## config.mk

```make
export PLATFORM = sky130hd
export DESIGN_NAME = fifo_wr_arbiter
export DESIGN_NICKNAME = d
export VERILOG_FILES = /design/src/rtl/fifo_wr_arbiter.sv
export SDC_FILE = /design/constraint.sdc
export NUM_CORES = 1
export LEC_CHECK = 0
export CAP_MARGIN = 10
export CORE_ASPECT_RATIO = 0.9
export CORE_MARGIN = 2
export CORE_UTILIZATION = 35
export CTS_BUF_LIST = sky130_fd_sc_hd__clkbuf_4
export DETAILED_ROUTE_END_ITERATION = 7
export HOLD_SLACK_MARGIN = 0.1
export PLACE_DENSITY_LB_ADDON = 0.25
export RECOVER_POWER = 100
export SLEW_MARGIN = 20
export SYNTH_ARGS = -nofsm -noshare
export SYNTH_HDL_FRONTEND = slang
export SYNTH_SLANG_ARGS = --single-unit
```

## constraint.sdc

```tcl
create_clock -name clk -period 2.4 [get_ports clk]
set_input_delay 0.36 -clock clk [delete_from_list [all_inputs] [get_ports clk]]
set_output_delay 0.36 -clock clk [all_outputs]
set_load 0.005 [all_outputs]
```

## src/rtl/fifo_wr_arbiter.sv

```systemverilog
// Round-robin write-port arbiter for a single-clock FIFO. Burst-locks on req_last=0,
// forwards the winning beat with zero latency, tags it with its source ID and counts stall cycles.
module fifo_wr_arbiter #(
  parameter int NUM_REQ         = 4,
  parameter int DATA_WIDTH      = 16,
  parameter int ID_WIDTH        = $clog2(NUM_REQ),
  parameter int STALL_CNT_WIDTH = 16
) (
  input  logic                          clk,
  input  logic                          rst,
  input  logic [NUM_REQ-1:0]            req_valid,
  input  logic [NUM_REQ*DATA_WIDTH-1:0] req_data,
  input  logic [NUM_REQ-1:0]            req_last,
  output logic [NUM_REQ-1:0]            req_ready,
  output logic                          fifo_wr_en,
  output logic [DATA_WIDTH-1:0]         fifo_wr_data,
  output logic [ID_WIDTH-1:0]           fifo_wr_id,
  input  logic                          fifo_full,
  output logic                          locked,
  output logic [STALL_CNT_WIDTH-1:0]    stall_cnt
);

  typedef enum logic {IDLE, LOCKED} state_t;

  state_t              state, state_next;
  logic [ID_WIDTH-1:0] last_grant, last_grant_next;
  logic [ID_WIDTH-1:0] lock_id, lock_id_next;
  logic [ID_WIDTH-1:0] rr_sel, rr_idx, sel;
  logic                rr_found;
  logic [DATA_WIDTH-1:0] data_arr [NUM_REQ];

  for (genvar i = 0; i < NUM_REQ; i++) begin : g_unpack
    assign data_arr[i] = req_data[i*DATA_WIDTH +: DATA_WIDTH];
  end

  // Round-robin search: first valid requester after last_grant, wrapping.
  // NOTE: every signal written in always_comb gets a default first so no latch is inferred.
  always_comb begin
    rr_sel   = last_grant;
    rr_idx   = last_grant;
    rr_found = 1'b0;
    for (int k = 1; k <= NUM_REQ; k++) begin
      rr_idx = ID_WIDTH'((int'(last_grant) + k) % NUM_REQ);
      if (!rr_found && req_valid[rr_idx]) begin
        rr_sel   = rr_idx;
        rr_found = 1'b1;
      end
    end
  end

  assign sel = (state == LOCKED) ? lock_id : rr_sel;

  // State register.
  // NOTE: sequential state uses non-blocking assignments so every flop samples pre-edge values.
  always_ff @(posedge clk) begin
    if (rst) begin
      state      <= IDLE;
      last_grant <= ID_WIDTH'(NUM_REQ - 1);
      lock_id    <= '0;
    end else begin
      state      <= state_next;
      last_grant <= last_grant_next;
      lock_id    <= lock_id_next;
    end
  end

  // Next-state logic: only an accepted beat moves the lock or the round-robin pointer.
  always_comb begin
    state_next      = state;
    last_grant_next = last_grant;
    lock_id_next    = lock_id;
    if (fifo_wr_en) begin
      unique case (state)
        IDLE: begin
          if (req_last[sel]) begin
            last_grant_next = sel;
          end else begin
            state_next   = LOCKED;
            lock_id_next = sel;
          end
        end
        LOCKED: begin
          if (req_last[sel]) begin
            state_next      = IDLE;
            last_grant_next = lock_id;
          end
        end
        default: state_next = IDLE;
      endcase
    end
  end

  // Outputs: a locked grant stays ready through bubbles so the burst owner can resume at once.
  always_comb begin
    req_ready = '0;
    for (int i = 0; i < NUM_REQ; i++) begin
      if (!rst && !fifo_full && (ID_WIDTH'(i) == sel) &&
          (state == LOCKED || req_valid[i])) begin
        req_ready[i] = 1'b1;
      end
    end
    fifo_wr_en   = req_valid[sel] && req_ready[sel];
    fifo_wr_data = data_arr[sel];
    fifo_wr_id   = sel;
    locked       = !rst && (state == LOCKED);
  end

  always_ff @(posedge clk) begin
    if (rst) begin
      stall_cnt <= '0;
    end else if ((|req_valid) && fifo_full && (stall_cnt != '1)) begin
      stall_cnt <= stall_cnt + 1'b1;
    end
  end

endmodule

```

---- Yosys cells after proc, flatten, opt, wreduce, memory -nomap -nowiden ----
Cells that the tools add are included.
cells by class
  mux-type cells .......................... 33
  reduce and logical (&&, ||, !) cells .... 29
  $lt $le $gt $ge ......................... 6
  equality and inequality tests ........... 6
  $add $sub $neg .......................... 5
  bitwise logic cells ..................... 3
operator list
  kind                                                                           number
  16-bit binary-select mux with 2-bit select                                     1
  16-bit two-way mux                                                             2
  16-bit by 1-bit adder with 16-bit output (second input constant)               1
  1-bit logical AND                                                              16
  16-bit inequality test (second input constant)                                 1
  2-bit by 3-bit less-than comparator with 1-bit output (second input constant)  5
  1-bit two-way mux                                                              15
  1-bit binary-select mux with 2-bit select                                      7
  2-bit two-way mux                                                              7
  3-bit AND reduction                                                            2
  1-bit zero test                                                                5
  2-bit by 1-bit adder with 2-bit output (second input constant)                 2
  2-bit adder (second input constant)                                            2
  2-bit == test (first input constant)                                           2
  1-bit logical OR                                                               4
  2-bit case mux with 2 select lines                                             1
  4-bit OR reduction                                                             1
  3-bit greater-or-equal comparator (second input constant)                      1
  2-bit inverter with 3-bit output                                               1
  1-bit by 2-bit == test with 1-bit output (first input constant)                1
  2-bit zero test                                                                1
  2-bit by 1-bit inequality test with 1-bit output (second input constant)       1
  2-bit inequality test (second input constant)                                  1
  1-bit inverter                                                                 2
word-level totals
  input port bits ......................... 75
  output and inout port bits .............. 40
  word-level logic and storage cells ...... 86
  flip-flop bits (word level) ............. 21

---- Logic depth before layout (Yosys ltp) ----
  depth after elaboration ................. 22
  mapped depth ............................ 9
  depth with buffers taken out ............ 8

---- Worst setup path before layout ----
Ideal clock, no wire load.
  path kind ............................... in2out
  start point ............................. input port req_valid[3]
  end point ............................... output port fifo_wr_data[10]
  path slack .............................. -0.042 ns
  data arrival time ....................... 2.082 ns
  buffers on the path ..................... 4
  data required time ...................... 2.040 ns
  stages on the path ...................... 9
  cell sequence ........................... buf_4 > nor2b_1 > o21a_1 > o31ai_1 > clkbuf_1 > buf_2 > buf_2 > nand2_1 > a31oi_1
between the ends
  word-level cells in the longest chain between the ends .. 17
  elaborated cells between the ends (all ways) .. 26
  classes of those cells .................. mux (19); bitwise (1); reduce/logical (6)
ends and longest elaborated chain
  what                                                      RTL line  text
  from (decl)                                               11        input logic [NUM_REQ-1:0] req_valid,
  1-bit binary-select mux with 2-bit select                 44        if (!rr_found && req_valid[rr_idx]) begin
  1-bit two-way mux (not written as such)                   44
  1-bit two-way mux                                         44
  1-bit zero test                                           44
  1-bit logical AND                                         44
  1-bit two-way mux                                         44
  1-bit zero test                                           44
  1-bit logical AND                                         44
  1-bit two-way mux                                         44
  1-bit zero test                                           44
  1-bit logical AND                                         44
  2-bit two-way mux *                                       44
  2-bit two-way mux *                                       51        assign sel = (state == LOCKED) ? lock_id : rr_sel;
  2-bit inverter with 3-bit output (not written as such) *  103       fifo_wr_data = data_arr[sel];
  16-bit binary-select mux with 2-bit select *              103
  16-bit two-way mux (not written as such) * (2 in series)  103
  to (decl)                                                 16        output logic [DATA_WIDTH-1:0] fifo_wr_data,
Mark *: on every way between the ends. The rest lies on a longest branch, timed or not. The select of a mux whose other input is x is not followed.

---- Final worst setup path ----
  start point ............................. register last_grant[0]
  end point ............................... output port fifo_wr_data[5]
between the ends
  word-level cells in the longest chain between the ends .. 18
  elaborated cells between the ends (all ways) .. 30
  classes of those cells .................. add/sub (4); mux (19); bitwise (1); reduce/logical (6)
ends and longest elaborated chain
  what                                                      RTL line  text
  from (decl)                                               26        logic [ID_WIDTH-1:0] last_grant, last_grant_next;
  from (signal assigned)                                    58        last_grant <= ID_WIDTH'(NUM_REQ - 1);
  from (signal assigned)                                    62        last_grant <= last_grant_next;
  2-bit by 1-bit adder with 2-bit output                    43        rr_idx = ID_WIDTH'((int'(last_grant) + k) % NUM_REQ);
  1-bit binary-select mux with 2-bit select                 44
  1-bit two-way mux (not written as such)                   44
  1-bit two-way mux                                         44
  1-bit zero test                                           44
  1-bit logical AND                                         44
  1-bit two-way mux                                         44
  1-bit zero test                                           44
  1-bit logical AND                                         44
  1-bit two-way mux                                         44
  1-bit zero test                                           44
  1-bit logical AND                                         44
  2-bit two-way mux *                                       44
  2-bit two-way mux *                                       51
  2-bit inverter with 3-bit output (not written as such) *  103
  16-bit binary-select mux with 2-bit select *              103
  16-bit two-way mux (not written as such) * (2 in series)  103
Marked as above.

==> out/qor.yml <==
core_mm2: 0.00526
arrival_ns: 2.36
crit_chain: "buf_6, nor2b_4, buf_6, nor4_4, a211o_1, buf_6, buf_4, buf_16, a211oi_2, a31oi_1, buf_2"
fp-row-count: 25
die_h_um: 74.0
drc: 0
vias_per_cell: 5.80
setup_tns_ns: -4.97
syn_avg_cell_area_um2: 7.10
cts-htree-levels: 1
regArea_um2: 425
finClkSkew_ns: 0.00433
worst_slack_ns: -0.316
pin_count: 115
antenna_found_initial: 1
synth_flop_cell: "dfxtp_1"
grt_setup_unrepaired: "yes"
hold_viol: 0
route.vias.total: 3018
initial_utilization_pct: 36.2
yosysTopAreaCellShare_pct: 22.1
fin_util_pct: 80.9
total_power_mw: 2.00
worstMarginPinSlew_ns: 0.574
first_pass_iters: 5
end_kind: "output pin"
hold_class: "reg -> reg"
dp_hpwl_um: 5490
netlist_instances: 268
yosys.area.top_type: "dfxtp_1"
clock_tree.buffer_depth: 2
whs_ns: 0.553
crit_path_max_fanout: 6
cp_common_cell: "buf_6"
grt_pass1_wl_um: 13800
drive_above_1_share_pct: 38.3
max_freq_ghz: 0.368
synth_nets: 344
slew_violations: 0
period_share_pct: 113
multi_input_area_mm2: 0.00171
ys_types: 54
synth_seq_cells: 21
finalNetCount: 529
drt-total-wl_um: 10500
synth_edf_count: 0
power.density_mw_per_mm2: 471
grt_max_degree: 25
required_ns: 2.04
worstSetupPathType: "reg -> out"
preCtsSetupSlack_ns: -0.931
crit_family: "buffers and inverters"
ir_drop_uv: 294
cts_buffers: 3
leakagePower_nw: 1.77
dieArea_mm2: 0.00604
grt_remaining_overflow: 0
synth_warnings: 0
drt_iter0_drc: 246
fillers: 305
period_needed_ns: 2.72
start_kind: "flip-flop"
detail-route-antenna-nets: 0
netlist_top_cells_count: "40 x nand2_1, 29 x nor2_1, 21 x dfxtp_1, 18 x a31oi_1, 17 x a211oi_1"
post_drt_wl_per_cell_um: 20.2
grt_use_total_pct: 29.8
grt_pass1_vias: 2862
cpMaxStageDelayCell: "dfxtp_4"
max-slew-margin-rel_pct: 60.8
synth_area_mm2: 0.00190
path_buf_inv: 6
cts_tree: "done"
path_clk_slew_ns: 0.11
port_buffers: 114
area_delta_synth_final_pct: 123
clock-sinks: 21
die_w_um: 81.7
async_flop_share_pct: 0
gp_congestion: 0.852
synth_area_leaders: "dfxtp_1 22%, nand2_1 7.9%, a211oi_1 6.7%"
clock_latency_ns: 0.30
synth-seq-area-share_pct: 22.1
clock-root-buffer: "clkbuf_4"
critPathMaxStageDelay_ns: 0.38
synth.most_common_cell: "nand2_1"
max-cap-violations: 0
finalSetupViolCount: 23
status: "finished, violations left"
failed_checks: "negative setup slack"
cts_hold_buffers: 0
-- worst min-delay path, cell delays in order (launching register included) --
cell and delay [ns]:
dfxtp_1 0.38, xor2_1 0.08, nor2_1 0.07
-- layout make-up --
| type | instances | area share (%) |
|---|---|---|
| Timing Repair Buffer | 199 | 46.6 |
| Multi-Input combinational cell | 225 | 40.1 |
| Sequential cell | 21 | 10.0 |
| Tap cell | 67 | 1.97 |
| Clock buffer | 4 | 0.706 |
| Inverter | 3 | 0.559 |
| Antenna cell | 1 | 0.0588 |
-- what timing repair did --
| item | 4_1_cts | 5_1_grt |
|---|---|---|
| buffers inserted | 31 | 11 |
| gates cloned | 7 | 0 |
| pin swaps | 30 | 25 |
| endpoints found under the setup margin | 26 | 27 |
| gates resized for setup | 152 | 49 |
-- final timing paths --
path | endpoint | from | cells after the start | slack (ns)
min | stall_cnt[10] | stall_cnt[10] | 2 | 0.55
min reg2reg | stall_cnt[10] | stall_cnt[10] | 2 | 0.55
max | fifo_wr_data[5] | last_grant[0] | 11 | -0.32
max reg2reg | last_grant[0] | last_grant[0] | 12 | -0.23
-- cells in the final DEF, fill, tap and decap left out, types with 7 or more instances in the layout --
cell type        synthesis  final
a31oi_1                 18     16
o21ai_0                  8      7
buf_16                   0      7
buf_2                    4     20
nand3_1                 10     10
a211oi_2                 0     13
dlygate4sd3_1            0     16
and2_4                   0     10
dfxtp_1                 21     19
nor2_1                  29     27
buf_6                    0     25
clkdlybuf4s50_1          0     71
nand2_1                 40     36
buf_4                    1     46
xor2_1                   9      9
-- metrics by stage --
step | instance area (um2) | cells
final | 4250 | 520
after global routing | 4250 | 520
after CTS | 4080 | 513
after detailed placement | 3440 | 474
after global placement | 3440 | 474
after floorplan | 1900 | 268
-- registers in the layout, summed over array words and instances (netlist names) --
register	count
state	1
stall_cnt	16
lock_id	2
last_grant	2
-- per-layer routing --
layer	wire length, um	part of all wire [%]	GRT usage, %
met5	0	0	0
met4	682	6.5	18.3
met3	824	7.8	6.43
met2	5040	48	51.0
met1	3980	38	34.0
-- where the power goes --
part	internal (mW)	switching (mW)
Clock	0.0761	0.103
Sequential	0.359	0.0168
Combinational	0.817	0.633
-- kinds of logic after synthesis --
logic type      after synthesis  share of synthesized area (%)
fa+ha+maj                     1                          0.657
buf+inv                      22                           4.80
flops                        21                           22.1
compound gates               73                           28.1
xor+xnor                     15                           6.90
mux                           5                           2.63
simple gates                131                           34.8
Note: power is estimated with default switching activity, not from simulation.
